### config.mk
export PLATFORM = sky130hd
export DESIGN_NAME = tx_unpacker
export DESIGN_NICKNAME = d
export VERILOG_FILES = /design/src/rtl/tx_unpacker.sv
export SDC_FILE = /design/constraint.sdc
export NUM_CORES = 1
export LEC_CHECK = 0
export ABC_AREA = 1
export BUFFER_PORTS_ARGS = -buffer_cell sky130_fd_sc_hd__clkbuf_2
export CORE_MARGIN = 1
export CORE_UTILIZATION = 40
export DETAILED_ROUTE_END_ITERATION = 8
export SYNTH_ARGS = -nofsm -noshare
export SYNTH_HDL_FRONTEND = slang
export SYNTH_SLANG_ARGS = --single-unit
### constraint.sdc
create_clock -name rxclk -period 6.4 [get_ports rxclk]
set_input_delay 0 -clock rxclk [delete_from_list [all_inputs] [get_ports rxclk]]
set_output_delay 0 -clock rxclk [all_outputs]
set_load 0.03 [all_outputs]
### src/rtl/tx_unpacker.sv
`default_nettype none
// ============================================================================
// Module      : tx_unpacker
// Description : Pops one interleaved frame from a show-ahead TX FIFO per
//               txstrobe and fans it out to up to 8 registered 16-bit channel
//               outputs, in 16-bit or 8-bit (two samples per word) format.
//               Optional macro TX_UNDERRUN_HOLD_EN: an underrun keeps the last
//               good frame on the outputs instead of transmitting silence.
// Revision    : 1.0 - initial release
// ============================================================================
module tx_unpacker #(
  parameter int LEVEL_W = 12
) (
  input  logic               rxclk,
  input  logic               reset,
  input  logic [3:0]         channels,
  input  logic               fmt_8bit,
  input  logic [15:0]        fifo_q,
  input  logic               fifo_empty,
  input  logic [LEVEL_W-1:0] fifo_level,
  output logic               fifo_rdreq,
  input  logic               txstrobe,
  input  logic               clear_status,
  output logic               tx_underrun,
  output logic               frame_valid,
  output logic [15:0]        ch_0,
  output logic [15:0]        ch_1,
  output logic [15:0]        ch_2,
  output logic [15:0]        ch_3,
  output logic [15:0]        ch_4,
  output logic [15:0]        ch_5,
  output logic [15:0]        ch_6,
  output logic [15:0]        ch_7,
  output logic [15:0]        debugbus
);

  typedef enum logic [0:0] {
    ST_IDLE = 1'b0,
    ST_LOAD = 1'b1
  } state_t;

  state_t      state_q;
  logic [3:0]  idx_q;
  logic        underrun_q;
  logic        frame_valid_q;
  logic [15:0] stage_q [8];
  logic [15:0] stage_d [8];
  logic [15:0] ch_q    [8];
  logic [15:0] ch_d    [8];

  logic [3:0]  ch_n;
  logic [3:0]  words_needed;
  logic        level_ok;
  logic        pop;
  logic        last_pop;
  logic        underrun_set;

  assign ch_n         = (channels > 4'd8) ? 4'd8 : channels;
  assign words_needed = fmt_8bit ? ({1'b0, ch_n[3:1]} + {3'b000, ch_n[0]}) : ch_n;
  assign level_ok     = (fifo_level >= LEVEL_W'(words_needed));

  // Reset gates the pop so an aborted load never consumes another word.
  assign pop          = (state_q == ST_LOAD) && !fifo_empty && !reset;
  assign fifo_rdreq   = pop;
  assign last_pop     = pop && ((idx_q + 4'd1) == words_needed);

  assign underrun_set = txstrobe &&
                        ((state_q == ST_LOAD) || ((ch_n != 4'd0) && !level_ok));

  // Staging view including the word being popped this cycle, so the final
  // pop and the channel update happen on the same edge.
  always_comb begin
    for (int i = 0; i < 8; i++) begin
      stage_d[i] = stage_q[i];
    end
    stage_d[idx_q[2:0]] = fifo_q;
  end

  for (genvar g = 0; g < 8; g++) begin : g_unpack
    assign ch_d[g] = (4'(g) >= ch_n) ? 16'h0000 :
                     fmt_8bit        ? {stage_d[g/2][8*(g%2) +: 8], 8'h00} :
                                       stage_d[g];
  end

  always_ff @(posedge rxclk) begin
    if (reset) begin
      state_q       <= ST_IDLE;
      idx_q         <= 4'd0;
      underrun_q    <= 1'b0;
      frame_valid_q <= 1'b0;
      for (int i = 0; i < 8; i++) begin
        stage_q[i] <= 16'h0000;
        ch_q[i]    <= 16'h0000;
      end
    end else begin
      frame_valid_q <= 1'b0;

      if (underrun_set) begin
        underrun_q <= 1'b1;
      end else if (clear_status) begin
        underrun_q <= 1'b0;
      end

      case (state_q)
        ST_IDLE: begin
          if (txstrobe && (ch_n != 4'd0)) begin
            if (level_ok) begin
              state_q <= ST_LOAD;
              idx_q   <= 4'd0;
            end else begin
`ifdef TX_UNDERRUN_HOLD_EN
              // last good frame stays on the outputs
`else
              for (int i = 0; i < 8; i++) begin
                ch_q[i] <= 16'h0000;
              end
              frame_valid_q <= 1'b1;
`endif
            end
          end
        end
        ST_LOAD: begin
          if (pop) begin
            for (int i = 0; i < 8; i++) begin
              stage_q[i] <= stage_d[i];
            end
            idx_q <= idx_q + 4'd1;
            if (last_pop) begin
              for (int i = 0; i < 8; i++) begin
                ch_q[i] <= ch_d[i];
              end
              frame_valid_q <= 1'b1;
              state_q       <= ST_IDLE;
            end
          end
        end
        default: state_q <= ST_IDLE;
      endcase
    end
  end

  assign tx_underrun = underrun_q;
  assign frame_valid = frame_valid_q;
  assign ch_0        = ch_q[0];
  assign ch_1        = ch_q[1];
  assign ch_2        = ch_q[2];
  assign ch_3        = ch_q[3];
  assign ch_4        = ch_q[4];
  assign ch_5        = ch_q[5];
  assign ch_6        = ch_q[6];
  assign ch_7        = ch_q[7];

  assign debugbus = {2'b00, ch_n, idx_q, frame_valid_q, (state_q == ST_LOAD),
                     txstrobe, fifo_empty, underrun_q, fifo_rdreq};

endmodule
`default_nettype wire

# Word level (Yosys, flattened, before mapping)
# Memory sizes are Yosys's and may differ from the RTL's.
# Index checks and enable logic that the tools add are counted.
[totals] register_bits=7 ram_bits=256 input_bits=38 out_inout_bits=147 elab_cells=137 memories=2
[mem_list] name="ch_q" depth=8 word_bits=16 read_ports=8 rd_clocked_by_memory_dff=0 wr=8 line_no="48" rtl="logic [15:0] ch_q [8];"
[mem_list] name="stage_q" depth=8 word_bits=16 read_ports=8 rd_clocked_by_memory_dff=0 wr=8 line_no="46" rtl="logic [15:0] stage_q [8];"
[classes] addsub=2 n_lt_le_gt_ge=12 eq_ne=4 mux=73 n_bitwise=26 reduce_logical=14
[ops] op="2-to-1 mux 16 bit" n=41
[ops] op="bitwise mux 128 bit" n=1
[ops] op="demux 16 bit (select 3 bit)" n=1
[ops] op="bitwise OR 1 bit" n=24
[ops] op="2-to-1 mux 1 bit" n=22
[ops] op="2-to-1 mux 4 bit" n=5
[ops] op="greater-or-equal comparator 3 x 4 -> 1 bit (first input constant)" n=4
[ops] op="greater-or-equal comparator 12 x 4 -> 1 bit" n=1
[ops] op="greater-or-equal comparator 1 x 4 -> 1 bit (first input constant)" n=2
[ops] op="greater-or-equal comparator 2 x 4 -> 1 bit (first input constant)" n=2
[ops] op="case mux 4 bit (2 select lines)" n=1
[ops] op="logical AND 1 bit" n=7
[ops] op="adder 3 x 1 -> 4 bit" n=1
[ops] op="adder 4 x 1 -> 4 bit (second input constant)" n=1
[ops] op="== test 4 bit" n=1
[ops] op="greater-or-equal comparator 4 bit (second input constant)" n=1
[ops] op="> comparator 4 bit (second input constant)" n=1
[ops] op="less-than comparator 4 x 1 -> 1 bit (second input constant)" n=1
[ops] op="!= test 2 bit (second input constant)" n=2
[ops] op="inverter 3 -> 4 bit" n=1
[ops] op="case mux 1 bit (2 select lines)" n=2
[ops] op="nonzero test 4 bit" n=1
[ops] op="logical NOT 1 bit" n=3
[ops] op="AND reduction 3 bit" n=1
[ops] op="4 further kinds" n=4

# Logic depth before layout (Yosys ltp)
[depth] ltp_word=12 mapped_depth=20 ltp_nobuf=20

# Worst setup path before layout
# No wires, ideal clock.
[synth_timing] path_type="reg-to-reg" start="reg state_q" end="mem stage_q[0][0] (enable)" setup_time_ns=0.492 t_arrival_ns=4.295 t_required_ns=5.908 setup_slack_ns=1.613 stages_incl_launch_ff=7 path_buffers=2 synth_period_minus_slack_ns=4.787 path_cell_list="dfxtp_1 inv_1 nor3_2 inv_1 clkbuf_1 clkbuf_1 nand2_1"
[synth_lines] element="start: declaration" line_no="42" rtl="state_t state_q;"
[synth_lines] element="start signal: assignment" line_no="87" rtl="state_q <= ST_IDLE;"
[synth_lines] element="start signal: assignment" line_no="108" rtl="state_q <= ST_LOAD;"
[synth_lines] element="start signal: assignment" line_no="133" rtl="state_q <= ST_IDLE;"
[synth_lines] element="end: declaration" line_no="46"

==> results_dict.tcl <==
set metrics [dict create \
    rrSetupSlack_ns 2.48 \
    synth_area_leaders "edfxtp_1 60%, nor2_1 12%, a21oi_1 6.3%, dfxtp_1 3.9%, nand2_1 3.3%" \
    h-tree-depth 1 \
    path_clk_slew_ns 0.06 \
    ant_nets 0 \
    path_max_fanout 34 \
    grt_pass1_vias 8474 \
    holdPathEnd "ch_q[1][60]" \
    cts_sinks 263 \
    rr_endpoint "ch_q[1][1]" \
    grt_max_degree 86 \
    io_pins 185 \
    p_per_area_nw_per_um2 276 \
    worstSetupEndpointType "register" \
    holdBufCountCts 13 \
    rows 62 \
    reg2reg_from "idx_q[2]" \
    max_freq_mhz 255 \
    timing.final.hold_violations 0 \
    skew_ns 0.0181 \
    fin_crit_ns 3.92 \
    root_buffer "clkbuf_16" \
    p_leak_uw 0.00595 \
    grt_pass1_wl_mm 49.2 \
    clk_path_buf_depth 3 \
    cts_resized 0 \
    drive_gt1_share_pct 18.3 \
    maxSlewHeadroom_pct 17.0 \
    antenna_found_initial 0 \
    start_util_pct 41.1 \
    fin_crit_sh_pct 61.2 \
    fin_ws_ns 2.48 \
    io_buffers 182 \
    ys_ff_latch 263 \
    ir_worst_vdd_mv 0.174 \
    postRouteWirelength_mm 32.6 \
    gp_congestion 0.831 \
    final_cells 1781 \
    min_path_type "primary input to register" \
    diodes 0 \
    insertion_delay_ns 0.55 \
    r2r_cells 9 \
    avgRoutedWirePerCell_um 18.3 \
    status "finished clean" \
    synth_largest_area_cell "edfxtp_1" \
    seq_area_frac_synth_pct 64.3 \
    critPathArrivalTime_ns 4.28 \
    final_nets 1427 \
    rsz0062_at_grt "no" \
    drc 0 \
    min_delay_path_depth 3 \
    drv_slew 0 \
    dpl_cell_area_um2 13100 \
    path_class "register to register" \
    hold_ws_ns 0.0557 \
    post-place-ws_ns 2.56 \
    fin_tns_setup_ns 0 \
    layout.cells.most_common "nor2_1" \
    core-area_um2 29000 \
    hpwl_mm 21.1 \
    grt_remaining_overflow 0 \
    setup_viol 0 \
    synth_cells 1216 \
    max-cap-violations 0 \
    routed_via_density 5.10 \
    grt_usage_pct 21.1 \
    areaGrowthSynthToFinish_pct 18.0 \
    num-fill-cells 2770 \
    multi_input_area_um2 3570 \
    die_y_um 175 \
    die_area_um2 30500 \
    worst_pin_slew_ns 1.24 \
    post-cts-setup-buffer-count 0 \
    mostFrequentLayoutCells "367 x nor2_1, 240 x edfxtp_1, 182 x clkbuf_2, 151 x a21oi_1, 104 x nand2_1" \
    syn_area_um2 11900 \
    regArea_um2 7670 \
    hold_start "channels[3]" \
    die_w_um 175 \
    placedCellCount 1721 \
    drt-initial-drc-count 998 \
    cts_buffers 28 \
    cp.required_ns 6.76 \
    synth.top_cell.area_share_pct 60.4 \
    vias 9075 \
    ys_warn_count 0 \
    cp-start-kind "register" \
    cts_tree "yes" \
    final_cell_area_um2 14100 \
    ys_types 28 \
    syn_area_per_cell_um2 9.81 \
    first_pass_iters 5 \
]
## power breakdown
part	switching, uW	leakage, uW	internal (uW)	total [uW]
registers	26.2	0.00267	1950	1980
logic	272	0.00287	91.5	363
clock network	654	0.000414	879	1530
## worst max path at each step
stage	endpoint	depth (start not counted)	start
6_report	ch_q[1][1]	9	idx_q[2]
5_1_grt	ch_q[1][1]	9	idx_q[2]
4_1_cts	ch_q[1][1]	9	idx_q[2]
3_5_place_dp	ch_q[1][1]	9	idx_q[2]
3_3_place_gp	ch_q[1][20]	9	idx_q[2]
2_1_floorplan	stage_q[0][0]	6	state_q
## logic make-up (layout without fill, tap and decap cells)
logic type	count (synthesis)	after routing	share of synthesized area, %
AOI/OAI and AO/OA	198	198	8.58
xor gates and xnor gates	2	2	0.147
adders and majority gates	9	9	0.944
buffers and inverters	179	359	5.94
DFF	263	263	64.3
muxes	24	24	2.01
other	1	2	0.0314
and+or+nand+nor	540	540	18.1
## critical path, cell delays in order, from the launching register on
cell and delay [ns]:
dfxtp_1 0.40, nand3_1 0.91, nand2_1 0.18, nand3_1 0.17
nand2_1 0.06, nor2_1 0.10, nand3_1 0.09, nor2_2 0.94
nand4_1 0.62, nor2_1 0.26
## flip-flops by register name (all words and copies together), names as in the netlist
register and count:
ch_q 128, stage_q 128, idx_q 4, frame_valid 1, state_q 1, tx_underrun 1
## synth_stat cells (all sizes together)
cell	count
nor2	369
edfxtp	240
a21oi	151
inv	108
nand2	107
clkbuf	47
nand3	39
o21ai	30
buf	24
mux2i	24
dfxtp	23
or2	16
ha	9
o21a	8
o22ai	8
nand4	6
nor3b	2
a22oi	1
conb	1
nor3	1
xnor2	1
xor2	1
## metal layers
layer | up-vias | global-route usage, % | share of wire, %
li1 | 4375 | - | -
met1 | 4311 | 29.9 | 44
met2 | 333 | 33.5 | 46
met3 | 56 | 3.33 | 7.2
met4 | 0 | 6.01 | 2.5
met5 | - | 0 | 0
## cell type report
class | count | share of cell area, %
clock inverters | 11 | 0.800
inverters | 108 | 2.88
repair buffers | 204 | 7.88
multi-input cells | 775 | 25.4
clock buffers | 36 | 5.19
well taps | 384 | 3.41
flip-flops and latches | 263 | 54.5
## metrics by stage
stage	util [%]	total power [uW]
after floorplan	-	2250
after global placement	45.2	2370
after detailed placement	45.2	2370
after CTS	48.5	3900
after global routing	48.5	4010
final	48.5	3880
No activity file was read; power rests on OpenSTA's default activity.
